[config.mk]
export PLATFORM = sky130hd
export DESIGN_NAME = rst_seq
export DESIGN_NICKNAME = d
export VERILOG_FILES = /design/src/rtl/rst_seq_pkg.sv /design/src/rtl/rst_seq_tmr.sv /design/src/rtl/rst_seq.sv
export SDC_FILE = /design/constraint.sdc
export NUM_CORES = 1
export LEC_CHECK = 0
export ABC_AREA = 1
export ABC_CLOCK_PERIOD_IN_PS = 2700
export BUFFER_PORTS_ARGS = -buffer_cell sky130_fd_sc_hd__buf_2
export CORE_MARGIN = 4
export CORE_UTILIZATION = 62
export CTS_BUF_LIST = sky130_fd_sc_hd__clkbuf_8
export CTS_CLUSTER_DIAMETER = 120
export CTS_CLUSTER_SIZE = 30
export DETAILED_ROUTE_END_ITERATION = 12
export HOLD_SLACK_MARGIN = 0.1
export PLACE_DENSITY = 0.86
export SLEW_MARGIN = 10
export SYNTH_ARGS = -nofsm -noshare
export SYNTH_HDL_FRONTEND = slang
export SYNTH_SLANG_ARGS = --single-unit
export TNS_END_PERCENT = 30
[constraint.sdc]
create_clock -name clk -period 2.7 [get_ports clk]
set_clock_uncertainty 0.2 [all_clocks]
set_input_delay 0.27 -clock clk [delete_from_list [all_inputs] [get_ports clk]]
set_output_delay 0.27 -clock clk [all_outputs]
set_load 0.005 [all_outputs]
[src/rtl/rst_seq_pkg.sv]
// Shared types and helpers for the multi-stage reset release sequencer.
package rst_seq_pkg;

  localparam logic [1:0] ST_HOLD  = 2'd0;
  localparam logic [1:0] ST_WAIT  = 2'd1;
  localparam logic [1:0] ST_UP    = 2'd2;
  localparam logic [1:0] ST_FAULT = 2'd3;

  typedef enum logic [1:0] {
    HOLD  = ST_HOLD,
    WAIT  = ST_WAIT,
    UP    = ST_UP,
    FAULT = ST_FAULT
  } state_e;

  function automatic int max(input int a, input int b);
    return (a > b) ? a : b;
  endfunction

endpackage

[src/rtl/rst_seq_tmr.sv]
// Clearable up-counter with an exact compare-to-limit done flag.
module rst_seq_tmr #(
  parameter int W = 3
) (
  input  logic         clk,
  input  logic         rst_n,
  input  logic         clr_i,
  input  logic         en_i,
  input  logic [W-1:0] lim_i,
  output logic         done_o
);

  logic [W-1:0] cnt_q;
  logic [W-1:0] cnt_d;

  // Clear dominates; the owner stops enabling once done so the count never wraps.
  always_comb begin
    cnt_d = cnt_q;
    if (clr_i) begin
      cnt_d = '0;
    end else if (en_i) begin
      cnt_d = cnt_q + W'(1);
    end
  end

  always_ff @(posedge clk or negedge rst_n) begin
    if (!rst_n) begin
      cnt_q <= '0;
    end else begin
      cnt_q <= cnt_d;
    end
  end

  assign done_o = (cnt_q == lim_i);

endmodule

[src/rtl/rst_seq.sv]
// Releases NUM_STG reset domains in order, waiting for each stage's ready and
// latching a fault with the stage index if a stage times out.
module rst_seq
  import rst_seq_pkg::*;
#(
  parameter int NUM_STG  = 3,
  parameter int HOLD_CYC = 4,
  parameter int TMO_CYC  = 8
) (
  input  logic                       clk,
  input  logic                       rst_n,
  input  logic                       sw_rst_req,
  input  logic [NUM_STG-1:0]         stg_rdy,
  output logic [NUM_STG-1:0]         stg_rst_n,
  output logic                       all_up,
  output logic                       fault,
  output logic [$clog2(NUM_STG)-1:0] fault_stg
);

  localparam int IDX_W = $clog2(NUM_STG);
  // Floor of 1 keeps the counter legal when both limits are 1.
  localparam int CNT_W = max(1, $clog2(max(HOLD_CYC, TMO_CYC)));
  localparam logic [CNT_W-1:0] HOLD_LIM = CNT_W'(HOLD_CYC - 1);
  localparam logic [CNT_W-1:0] TMO_LIM  = CNT_W'(TMO_CYC - 1);

  if (NUM_STG < 2 || NUM_STG > 8) begin : g_bad_num_stg
    $error("rst_seq: NUM_STG must be in 2..8");
  end
  if (HOLD_CYC < 1) begin : g_bad_hold_cyc
    $error("rst_seq: HOLD_CYC must be >= 1");
  end
  if (TMO_CYC < 1) begin : g_bad_tmo_cyc
    $error("rst_seq: TMO_CYC must be >= 1");
  end

  state_e             state_q, state_d;
  logic [IDX_W-1:0]   idx_q, idx_d;
  logic [NUM_STG-1:0] stg_rst_n_q, stg_rst_n_d;
  logic               all_up_q, all_up_d;
  logic               fault_q, fault_d;
  logic [IDX_W-1:0]   fault_stg_q, fault_stg_d;

  logic               tmr_clr;
  logic               tmr_en;
  logic               tmr_done;
  logic [CNT_W-1:0]   tmr_lim;

  assign tmr_lim = (state_q == HOLD) ? HOLD_LIM : TMO_LIM;

  rst_seq_tmr #(
    .W(CNT_W)
  ) u_tmr (
    .clk    (clk),
    .rst_n  (rst_n),
    .clr_i  (tmr_clr),
    .en_i   (tmr_en),
    .lim_i  (tmr_lim),
    .done_o (tmr_done)
  );

  always_comb begin
    state_d     = state_q;
    idx_d       = idx_q;
    stg_rst_n_d = stg_rst_n_q;
    all_up_d    = all_up_q;
    fault_d     = fault_q;
    fault_stg_d = fault_stg_q;
    tmr_clr     = 1'b0;
    tmr_en      = 1'b0;

    // Soft reset outranks ready and timeout; holding it keeps the counter at 0.
    if (sw_rst_req) begin
      state_d     = HOLD;
      idx_d       = '0;
      stg_rst_n_d = '0;
      all_up_d    = 1'b0;
      fault_d     = 1'b0;
      fault_stg_d = '0;
      tmr_clr     = 1'b1;
    end else begin
      unique case (state_q)
        HOLD: begin
          if (tmr_done) begin
            stg_rst_n_d[0] = 1'b1;
            idx_d          = '0;
            tmr_clr        = 1'b1;
            state_d        = WAIT;
          end else begin
            tmr_en = 1'b1;
          end
        end
        WAIT: begin
          if (stg_rdy[idx_q]) begin
            tmr_clr = 1'b1;
            if (idx_q < IDX_W'(NUM_STG - 1)) begin
              for (int i = 1; i < NUM_STG; i++) begin
                if (idx_q == IDX_W'(i - 1)) begin
                  stg_rst_n_d[i] = 1'b1;
                end
              end
              idx_d = idx_q + IDX_W'(1);
            end else begin
              all_up_d = 1'b1;
              state_d  = UP;
            end
          end else if (tmr_done) begin
            // Only the stalled stage goes back into reset; earlier stages stay up.
            fault_d              = 1'b1;
            fault_stg_d          = idx_q;
            stg_rst_n_d[idx_q]   = 1'b0;
            state_d              = FAULT;
          end else begin
            tmr_en = 1'b1;
          end
        end
        UP:      ;
        FAULT:   ;
        default: ;
      endcase
    end
  end

  always_ff @(posedge clk or negedge rst_n) begin
    if (!rst_n) begin
      state_q     <= HOLD;
      idx_q       <= '0;
      stg_rst_n_q <= '0;
      all_up_q    <= 1'b0;
      fault_q     <= 1'b0;
      fault_stg_q <= '0;
    end else begin
      state_q     <= state_d;
      idx_q       <= idx_d;
      stg_rst_n_q <= stg_rst_n_d;
      all_up_q    <= all_up_d;
      fault_q     <= fault_d;
      fault_stg_q <= fault_stg_d;
    end
  end

  assign stg_rst_n = stg_rst_n_q;
  assign all_up    = all_up_q;
  assign fault     = fault_q;
  assign fault_stg = fault_stg_q;

endmodule

# Word-level counts from Yosys, hierarchy flattened
# Cells that the tools add are included.
# totals
wordCells	94
inputBits	6
out_inout_bits	7
regBits	14
# op_classes
magnitude_cmp	3
muxes	47
bitwise	2
n_addsub	2
n_reduce_logical	16
n_eq_ne	15
# ops
operator	n
$mux W2	16
$reduce_and A4 Y1	5
$mux W1	19
$mux W3	5
$ne A3 B3 Y1 const B	5
$ne A3 B2 Y1 const B	3
$ne A4 B4 Y1 const B	2
$pmux W2 S2	2
$reduce_bool A2 Y1	4
$pmux W1 S2	3
$reduce_and A3 Y1	2
$reduce_bool A3 Y1	2
$eq A2 B1 Y1 const B	2
$logic_not A2 Y1	2
$ne A2 B2 Y1 const B	2
$add A3 B1 Y3 const B	1
$and A3 B3 Y3	1
$eq A3 B3 Y1	1
$lt A2 B3 Y1 const B	1
$not A3 Y3	1
$add A2 B1 Y2 const B	1
$bmux W1 S2	1
$demux W1 S2	1
$ge A2 B1 Y1 const B	1
other kinds (2)	2

# Depth between registers and ports, before layout
# Gate-level depths: netlist (run 1).
# logic_depth
word_depth	10
ltp_mapped	10
ltp_nobuf	10

# Modules after synthesis
# From an unflattened synthesis (run 1), not the netlist that was laid out.
# hier_totals
cells_unflattened	126
area_unflattened_um2	915.9
# modules_own_cells
mod	cells_per_inst	seq_area_each_um2	area_each_um2	instances
rst_seq	102	275.3	733.2	1
rst_seq_tmr	24	75.1	182.7	1

# Worst setup path after synthesis (run 1)
# OpenSTA, ideal clock, no wires.
# synth_timing
path_kind	register to register
startpoint	register idx_q[0]
endpoint	register stg_rst_n_q[1], in the netlist stg_rst_n[1]
synth_period_minus_slack_ps	1442
required_ps	2383
n_path_buf	0
setup_time_ps	117
setup_slack_ps	1258
path_stages_with_launch	11
t_arrival_ps	1125
path_cell_list	dfrtp_1 -> inv_2 -> nand2_2 -> nand3_4 -> nand2_2 -> nand2_1 -> nand2_2 -> nand2_2 -> nand2_1 -> nand2_1 -> nand2_1
# synth_between
elab_chain_cells	10
elab_cells_between_ends	19
cone_classes	3 x order compare; 2 x eq/ne; 8 x mux; 2 x bitwise; 4 x reduce/logical
# synth_lines
item	line	source
start: declaration	rst_seq.sv:37	logic [IDX_W-1:0] idx_q, idx_d;
start signal: assignment	rst_seq.sv:133	idx_q <= idx_d;
$lt A2 B3 Y1 (not written as such) or $ge A2 B1 Y1 (tied branches)	rst_seq.sv:110	stg_rst_n_d[idx_q] = 1'b0;
$logic_and A1 B1 Y1 (not written as such)	rst_seq.sv:110	
$mux W1 (not written as such)	rst_seq.sv:110	
$demux W1 S2	rst_seq.sv:110	
$not A3 Y3 (no source line)	-	
$and A3 B3 Y3 (no source line)	-	
$mux W3	rst_seq.sv:106	end else if (tmr_done) begin
$mux W2	rst_seq.sv:93	if (stg_rdy[idx_q]) begin
$mux W2	rst_seq.sv:81	unique case (state_q)
$mux W3	rst_seq.sv:72	if (sw_rst_req) begin
end signal: assignment	rst_seq.sv:134	stg_rst_n_q <= stg_rst_n_d;
end: declaration	rst_seq.sv:38	logic [NUM_STG-1:0] stg_rst_n_q, stg_rst_n_d;
# Several ways; a longest one is shown, not always the timed one. The select of a mux whose other input is x is not followed.
# A chain may end at the register's enable or synchronous reset.

# Final worst setup path (run 1)
# layout_timing
startpoint	input port sw_rst_req
endpoint	register state_q[0]
# layout_between
elab_chain_cells	2
elab_cells_between_ends	6
cone_classes	3 x eq/ne; 1 x mux; 2 x reduce/logical
# layout_lines
item	line	source
start: declaration	rst_seq.sv:12	input logic sw_rst_req,
$ne A4 B4 Y1 (no source line), or another cell as far along	-	
$reduce_and A4 Y1 (no source line)	-	
end signal: assignment	rst_seq.sv:132	state_q <= state_d;
end: declaration	rst_seq.sv:36	state_e state_q, state_d;
# Several ways; a longest one is shown, not always the timed one.

==> reports/metrics.yaml, run 1 <==
gp_congestion: 0.916
antenna_cells: 0
grt_max_degree: 15
maxSlewHeadroom: 0.783
drv_slew: 0
drt-total-wl_um: 2010
tightest_slew_ps: 325
p_leak_nw: 0.595
cp.required_ps: 2640
grt_pass1_vias: 824
outcome: "completed"
clkLatencyLatePin_ps: 250
port_buffers: 12
vdd_drop_max_v: 0.000558
synth.net_count: 135
setup_viol: 0
cts_buffers: 3
power.density_nw_per_um2: 928
first_pass_iters: 4
dp_hpwl_um: 1460
ys_warn_count: 0
rsz0062_at_grt: "no"
root_buffer: "clkbuf_8"
synth_cell_type_count: 21
max_freq_ghz: 0.555
cts.path.max_buffers: 2
drc: 0
crit_path_start_kind: "primary input"
initial_core_util: 0.682
crit_chain: "dlygate4sd3_1 -> buf_2 -> inv_2 -> nand2_1 -> nor2_1 -> nor2_1 -> nand3_1 -> nand2_1"
fin_crit_ps: 1800
core_area_um2: 1350
antenna_found_initial: 0
grt-ovfl-total: 0
min_period_over_period: 0.668
htree_levels: 1
syn_area_um2: 921
min_path_type: "primary input to flip-flop"
die_area_um2: 2170
postRouteAntennaNets: 0
worst_slack_ps: 898
ios: 13
hold_viol_final: 0
criticalPathCategory: "primary input to flip-flop"
synth-seq-area-share: 0.380
final_net_count: 153
syn_avg_cell_area_um2: 7.37
cp_top_family: "buffers and inverters"
die_y_um: 46.5
critPathSlowestCell: "dlygate4sd3_1"
grt_pass1_wl_um: 3510
die_w_um: 46.5
rows: 13
holdWs_ps: 232
critPathArrivalTime_ps: 1740
drive_gt1_frac: 0.239
cts_tree: "built"
post-route-util: 0.792
synth-seq-cells: 14
totalPowerFinal_mw: 0.993
worstPathMaxFanout: 13
crit_buf_inv: 3
cap_violations: 0
drtIter0Drc: 19
postSynthCellCount: 125
crit_path_max_incr_delay_ps: 530
drt-vias-per-instance: 5.60
num_vias: 879
finalSetupTns_ps: 0
cts.sinks: 14
cts_setup_buffers: 0
clk_pin_slew_ps: 60
post-place-ws_ps: 1090
grt.total_usage: 0.236
wl_per_cell_um: 12.8
end_kind: "flip-flop"
area_growth_pct: 16.2
[routing by layer]
metal,up-vias,part of all wire,track usage
li1,432,-,-
met1,394,0.43,0.297
met2,46,0.46,0.360
met3,7,0.086,0.0391
met4,0,0.032,0.165
met5,-,0,0
[flip-flops by register name, summed over array words and instances (netlist names)]
name         flops
all_up           1
fault_stg        2
state_q          2
fault            1
idx_q            2
stg_rst_n        3
u_tmr.cnt_q      3
[Yosys cell counts, drive strengths merged]
| library cell | n | area [µm²] |
|---|---|---|
| a21oi | 4 | 23.8 |
| inv | 19 | 71.3 |
| ha | 4 | 50.1 |
| xor2 | 1 | 8.76 |
| o211ai | 1 | 7.51 |
| buf | 1 | 5.00 |
| nand2 | 46 | 193 |
| nor2 | 7 | 33.8 |
| dfrtp | 14 | 350 |
| o21ai | 8 | 43.8 |
| nand3 | 19 | 130 |
| clkinv | 1 | 3.75 |
[final timing paths]
check | startpoint | end | slack [ps] | depth (start not counted)
setup / recovery | sw_rst_req | state_q[0]$_DFFE_PN0P_ | 900 | 8
hold / removal | stg_rdy[2] | all_up$_DFFE_PN0P_ | 230 | 3
setup reg to reg | idx_q[0]$_DFFE_PN0P_ | u_tmr.cnt_q[1]$_DFFE_PN0P_ | 980 | 9
hold reg to reg | fault_stg[0]$_DFFE_PN0P_ | fault_stg[0]$_DFFE_PN0P_ | 280 | 2
max in group asynchronous | rst_n | u_tmr.cnt_q[2]$_DFFE_PN0P_ | 1810 | 2
min in group asynchronous | rst_n | fault_stg[0]$_DFFE_PN0P_ | 250 | 2
[repair_timing]
item                                   CTS  global route
endpoints found under the hold margin   15             0
hold buffers                             2             0
gates resized for setup                  0             0
[through the flow]
step / cells / cell area [µm²]
after detailed placement: 151 / 995
after floorplan: 125 / 921
after global placement: 151 / 995
after CTS: 157 / 1070
after global routing: 157 / 1070
final: 157 / 1070
[report_power, final]
group          switching (mW)  internal, mW
logic                   0.297         0.162
registers              0.0565         0.272
clock network          0.0760         0.129
[tightest hold or removal path, cell delays in order]
cell and delay, ps:
buf_2 90, nand3_1 150, o21ai_0 120
[logic make-up after synthesis]
kind of cell	share of synthesized area
simple gates	0.387
buf+inv	0.0869
flops	0.380
compound gates	0.0815
fa+ha+maj	0.0543
xor+xnor	0.00951
[placed cells by master (no fill, tap or decap)]
cell,netlist,final
dfrtp_1,14,14
nor2_4,1,1
o21ai_0,2,2
a21oi_1,3,3
inv_2,5,5
ha_1,4,4
nand3_4,2,2
clkbuf_8,0,4
inv_1,14,14
clkinv_1,1,1
nand3_2,2,2
nor2_1,6,6
o21ai_2,1,1
nand3_1,15,15
dlygate4sd3_1,0,2
o21ai_1,5,5
xor2_1,1,1
o211ai_1,1,1
nand2_1,40,40
nand2_2,5,5
nand2_4,1,1
a21oi_2,1,1
buf_2,1,12
[layout make-up]
type / count / area [µm²]
multi-input cells: 90 / 490
flip-flops and latches: 14 / 350
fillers: 99 / 280
repair buffers: 14 / 80.1
inverters: 20 / 75.1
clock buffers: 4 / 55.1
well taps: 15 / 18.8
Power figures use the tool's default switching activity.
==> run 2: changes to the inputs <==
ABC_CLOCK_PERIOD_IN_PS = 1700   (was 2700)
CORE_UTILIZATION = 58   (was 62)
PLACE_DENSITY = 0.82   (was 0.86)
clock period = 1.7 ns   (was 2.7 ns; I/O delays follow)
==> run 2 against run 1 <==
Effect of this change: critical path depth is the same; register-to-register slack lost 860 ps; cell area grew 3.0%; first-iteration DRC count grew 42%; worst setup slack lost 790 ps; total power grew 58%; sequential power grew 59%; sequential share of layout area shrank 0.97 points; global-route usage shrank 1.4 points; critical path type unchanged.
==> reports/metrics.yaml, run 2 (synthesized netlist as in run 1, its figures left out) <==
final_net_count: 156  # was 153
clk_pin_slew_ps: 50  # was 60 ps
maxSlewHeadroom: 0.784  # was 0.783
layout_commonest_cell: "nand2_1"  # unchanged
wl_per_cell_um: 12.6  # was 12.8 µm
num_vias: 873  # was 879
drive_gt1_frac: 0.278  # was 0.239
power.density_nw_per_um2: 1420  # was 928 nW/µm²
die_area_um2: 2290  # was 2170 µm²
initial_core_util: 0.611  # was 0.682
min_path_type: "primary input to asynchronous set/reset pin"  # was primary input to flip-flop
holdWs_ps: 172  # was 232 ps
cp.required_ps: 1640  # was 2640 ps
setup_viol: 0  # unchanged
root_buffer: "clkbuf_8"  # unchanged
crit_path_start_kind: "primary input"  # unchanged
max_freq_ghz: 0.630
min_period_over_period: 0.934
drv_slew: 0  # unchanged
cap_violations: 0  # unchanged
final_cell_mix: "nand2_1, nand3_1, dfrtp_1"  # was nand2_1, nand3_1, inv_1, dfrtp_1, buf_2
gp_congestion: 0.874  # was 0.916
grt_max_degree: 15  # unchanged
grt_pass1_wl_um: 3470  # was 3510 µm
crit_path_max_incr_delay_ps: 530  # about the same
drc: 0  # unchanged
r2r_cells: 10  # was 9
fin_crit_ps: 1590
criticalPathCategory: "primary input to flip-flop"  # unchanged
die_y_um: 47.8  # was 46.5 µm
rows: 14  # was 13
postRouteAntennaNets: 0  # unchanged
die_w_um: 47.8  # was 46.5 µm
cpMostUsedCell: "nand2_1"
end_kind: "flip-flop"  # unchanged
drtIter0Drc: 27  # was 19
cts.path.max_buffers: 2  # unchanged
post-place-ws_ps: 71.4  # was 1090 ps
worst-r2r-setup-slack_ps: 120  # was 980 ps
critPathArrivalTime_ps: 1530  # was 1740 ps
fillers: 124  # was 99
htree_levels: 1  # unchanged
grt.total_usage: 0.222  # was 0.236
reg2reg_to: "stg_rst_n[2]$_DFFE_PN0P_"  # was u_tmr.cnt_q[1]$_DFFE_PN0P_
vdd_drop_max_v: 0.000896  # was 0.000558 V
grt_pass1_vias: 842  # was 824
core_area_um2: 1510  # was 1350 µm²
crit_start: "sw_rst_req"  # unchanged
antenna_found_initial: 0  # unchanged
cts_tree: "built"  # unchanged
antenna_cells: 0  # unchanged
clkLatencyLatePin_ps: 250  # about the same
tightest_slew_ps: 324  # was 325 ps
worst_slack_ps: 112  # was 898 ps
outcome: "completed"  # unchanged
placed_cell_area_um2: 996  # was 995 µm²
port_buffers: 12  # unchanged
drt-total-wl_um: 2020  # was 2010 µm
hold_viol_final: 0  # unchanged
design_area_um2: 1100  # was 1070 µm²
crit_chain: "dlygate4sd3_1 -> buf_2 -> inv_4 -> nand2_1 -> nor2_2 -> nor2_1 -> nand3_1 -> nand2_1"  # was dlygate4sd3_1 -> buf_2 -> inv_2 -> nand2_1 -> nor2_1 -> nor2_1 -> nand3_1 -> nand2_1
ios: 13  # unchanged
cts_buffers: 3  # unchanged
cts.sinks: 14  # unchanged
finalSetupTns_ps: 0  # unchanged
area_growth_pct: 19.7  # was 16.2%
grt-ovfl-total: 0  # unchanged
drt-vias-per-instance: 5.46  # was 5.60
p_leak_nw: 0.602  # was 0.595 nW
dp_hpwl_um: 1420  # was 1460 µm
critPathSlowestCell: "dlygate4sd3_1"  # unchanged
r2r_start: "state_q[1]$_DFFE_PN0P_"  # was idx_q[0]$_DFFE_PN0P_
first_pass_iters: 4  # unchanged
worstPathMaxFanout: 13  # unchanged
[run 2: changes by cell type in the layout (fill, tap and decap cells not counted), sizes merged]
cell | before | now
clkbuf | 4 | 3
dlygate4sd3 | 2 | 3
buf | 12 | 14
[run 2: repair_timing]
action,4_1_cts,5_1_grt
endpoints found under the hold margin,17,0
buffers inserted,0,2
endpoints found under the setup margin,0,8
gates resized for setup,0,8
hold buffers,3,0
[run 2: through the flow]
stage,power [mW],std cells,util
floorplan,1.05,125,-
global placement,1.20,152,0.661
detailed placement,1.24,152,0.661
CTS,1.52,158,0.708
global route,1.72,160,0.732
finish,1.57,160,0.732
[run 2: worst max path at each step]
stage | end | slack, ps
2_1_floorplan | stg_rst_n[1]$_DFFE_PN0P_ | 260
5_1_grt | state_q[0]$_DFFE_PN0P_ | -7
3_5_place_dp | stg_rst_n[2]$_DFFE_PN0P_ | 70
4_1_cts | state_q[0]$_DFFE_PN0P_ | 30
3_3_place_gp | stg_rst_n[1]$_DFFE_PN0P_ | 110
6_report | state_q[0]$_DFFE_PN0P_ | 110
[run 2: layer usage]
metal	routed length, µm	track usage
met1	841	0.243
met5	0	0
met4	59	0.113
met3	118	0.0489
met2	1000	0.396
[run 2: cell type report]
cell class                 count  area [µm²]  area share
timing repair buffer          17         105      0.0953
multi-input combinational     90         508       0.461
sequential                    14         350       0.318
clock buffer                   3        41.3      0.0375
tap                           16        20.0      0.0182
inverter                      20        77.6      0.0704
[run 2: where the power goes]
group	switching (mW)	leakage (nW)	total, mW	internal [mW]
registers	0.0909	0.186	0.523	0.432
logic	0.488	0.395	0.777	0.289
clock network	0.112	0.0216	0.269	0.157
total	0.691	0.602	1.57	0.878
[run 2: critical path, delay by kind of cell]
family                 cells  cell delay, ps
and+or+nand+nor            5             480
buffers and inverters      3             870
==> run 3: changes to the inputs <==
REMOVE_ABC_BUFFERS = 1   (was unset)
==> run 3 against run 2 <==
Effect of this change: combinational power decreased by 2%; worst hold slack got worse by 31 ps; core utilization decreased by 0.17 points; via count increased by 1.3%; flip-flop and latch count unchanged; cell area decreased by 0.23%; worst setup slack got worse by 55 ps; maximum frequency decreased by 3.3%; total power decreased by 0.80%; sequential share of layout area increased by 0.073 points; sequential power about the same; critical endpoint is now fault$_DFFE_PN0P_; largest power group unchanged; highest routed layer unchanged.
==> reports/metrics.yaml, run 3 (synthesized netlist as in run 1, its figures left out) <==
postRouteAntennaNets: 0  # unchanged
p_int_mw: 0.870  # was 0.878 mW
die_y_um: 47.8  # unchanged
drc: 0  # unchanged
die_w_um: 47.8  # unchanged
end_kind: "flip-flop"  # unchanged
grt.total_usage: 0.213  # was 0.222
layout_commonest_cell: "nand2_1"  # unchanged
criticalPathCategory: "primary input to flip-flop"  # unchanged
worst-r2r-setup-slack_ps: 110  # was 120 ps
max_freq_ghz: 0.609  # was 0.630 GHz
setup_viol: 0  # unchanged
final_net_count: 155  # was 156
hold_viol_final: 0  # unchanged
critPathArrivalTime_ps: 1610  # was 1530 ps
antenna_found_initial: 0  # unchanged
root_buffer: "clkbuf_8"  # unchanged
drive_gt1_frac: 0.280  # was 0.278
clkLatencyLatePin_ps: 240  # was 250 ps
ios: 13  # unchanged
dp_hpwl_um: 1370  # was 1420 µm
cts.path.max_buffers: 2  # unchanged
cpMostUsedCell: "dlygate4sd3_1"  # was nand2_1
pwr-share-clk: 0.170  # was 0.171
drtIter0Drc: 28  # was 27
crit_path_start_kind: "primary input"  # unchanged
grt_max_degree: 15  # unchanged
antenna_cells: 0  # unchanged
placed_cells: 152  # unchanged
power.density_nw_per_um2: 1420  # about the same
combPwrFrac: 0.492  # was 0.496
cp.required_ps: 1670  # was 1640 ps
grt_pass1_vias: 787  # was 842
num_vias: 884  # was 873
wl_per_cell_um: 12.8  # was 12.6 µm
grt_pass1_wl_um: 3390  # was 3470 µm
area_growth_pct: 19.4  # was 19.7%
grt-ovfl-total: 0  # unchanged
crit_chain: "dlygate4sd3_1 -> clkbuf_4 -> dlygate4sd3_1 -> o21ai_1"  # was dlygate4sd3_1 -> buf_2 -> inv_4 -> nand2_1 -> nor2_2 -> nor2_1 -> nand3_1 -> nand2_1
final_cell_mix: "nand2_1, nand3_1, dfrtp_1"  # unchanged
p_leak_nw: 0.597  # was 0.602 nW
stdcell_count: 159  # was 160
fin_crit_ps: 1640  # was 1590 ps
cts_buffers: 3  # unchanged
outcome: "completed"  # unchanged
seq_power_share: 0.338  # was 0.333
worstPathMaxFanout: 6  # was 13
initial_core_util: 0.611  # unchanged
tightest_slew_ps: 315  # was 324 ps
die_area_um2: 2290  # unchanged
switchingPower_mw: 0.687  # was 0.691 mW
maxSlewHeadroom: 0.790  # was 0.784
p_sw_frac: 0.441  # about the same
cts.sinks: 14  # unchanged
port_buffers: 12  # unchanged
gp_congestion: 0.844  # was 0.874
finalSetupTns_ps: 0  # unchanged
htree_levels: 1  # unchanged
fillers: 112  # was 124
vdd_drop_max_v: 0.000869  # was 0.000896 V
core_area_um2: 1510  # unchanged
drt-total-wl_um: 2040  # was 2020 µm
min_path_type: "primary input to flip-flop"  # was primary input to asynchronous set/reset pin
cts_tree: "built"  # unchanged
clk_pin_slew_ps: 50  # about the same
worst_slack_ps: 57.3  # was 112 ps
critPathSlowestCell: "dlygate4sd3_1"  # unchanged
crit_path_max_incr_delay_ps: 590  # was 530 ps
first_pass_iters: 4  # unchanged
drt-vias-per-instance: 5.56  # was 5.46
drv_slew: 0  # unchanged
rows: 14  # unchanged
totalPowerFinal_mw: 1.56  # was 1.57 mW
post-place-ws_ps: 94.8  # was 71.4 ps
cap_violations: 0  # unchanged
min_period_over_period: 0.966  # was 0.934
[run 3: cell types whose count changed in the layout (fill, tap and decap cells not counted), sizes merged]
| cell | change |
|---|---|
| buf | -2 |
| clkbuf | +1 |
[run 3: worst paths after layout]
path	cells past startpoint	end	start
min in group asynchronous	2	fault$_DFFE_PN0P_	rst_n
max reg2reg	8	u_tmr.cnt_q[0]$_DFFE_PN0P_	idx_q[0]$_DFFE_PN0P_
min reg2reg	2	fault_stg[0]$_DFFE_PN0P_	fault_stg[0]$_DFFE_PN0P_
max in group asynchronous	2	u_tmr.cnt_q[1]$_DFFE_PN0P_	rst_n
max	4	fault$_DFFE_PN0P_	sw_rst_req
min	3	all_up$_DFFE_PN0P_	stg_rdy[2]
[run 3: critical path, delay by kind of cell]
kind / cells / cell delay, ps
buffers and inverters: 3 / 1320
AO/OA/AOI/OAI: 1 / 130
[run 3: repair_timing]
action / in CTS / in global routing
setup endpoints to repair: 0 / 9
hold endpoints to repair: 15 / 0
hold buffers: 3 / 0
buffers inserted: 0 / 1
resized for setup: 0 / 11
[run 3: cell type report]
cell class	instances	area (µm²)	share of cell area
Sequential cell	14	350	0.319
Tap cell	16	20.0	0.0182
Multi-Input combinational cell	90	508	0.462
Clock buffer	3	41.3	0.0375
Timing Repair Buffer	16	100	0.0910
Inverter	20	80.1	0.0728
[run 3: power groups by stage]
| stage | Combinational [mW] | Clock, mW | Sequential [mW] |
|---|---|---|---|
| 5_1_grt | 0.875 | 0.290 | 0.541 |
| 6_report | 0.765 | 0.265 | 0.526 |
| 3_3_place_gp | 0.683 | 0 | 0.517 |
| 4_1_cts | 0.730 | 0.272 | 0.522 |
| 3_5_place_dp | 0.705 | 0 | 0.525 |
| 2_1_floorplan | 0.538 | 0 | 0.515 |
[run 3: routing by layer]
layer / global-route usage / routed length (µm) / vias to the layer above
li1: - / - / 430
met4: 0.113 / 82 / 0
met2: 0.359 / 1010 / 29
met3: 0.0301 / 100 / 11
met5: 0 / 0 / -
met1: 0.261 / 841 / 414
[run 3: through the flow]
stage / hold slack, ps / area, µm² / util
floorplan: -326 / 916 / -
global placement: -122 / 996 / 0.661
detailed placement: -117 / 996 / 0.661
CTS: 131 / 1070 / 0.708
global route: 175 / 1100 / 0.730
finish: 140 / 1100 / 0.730
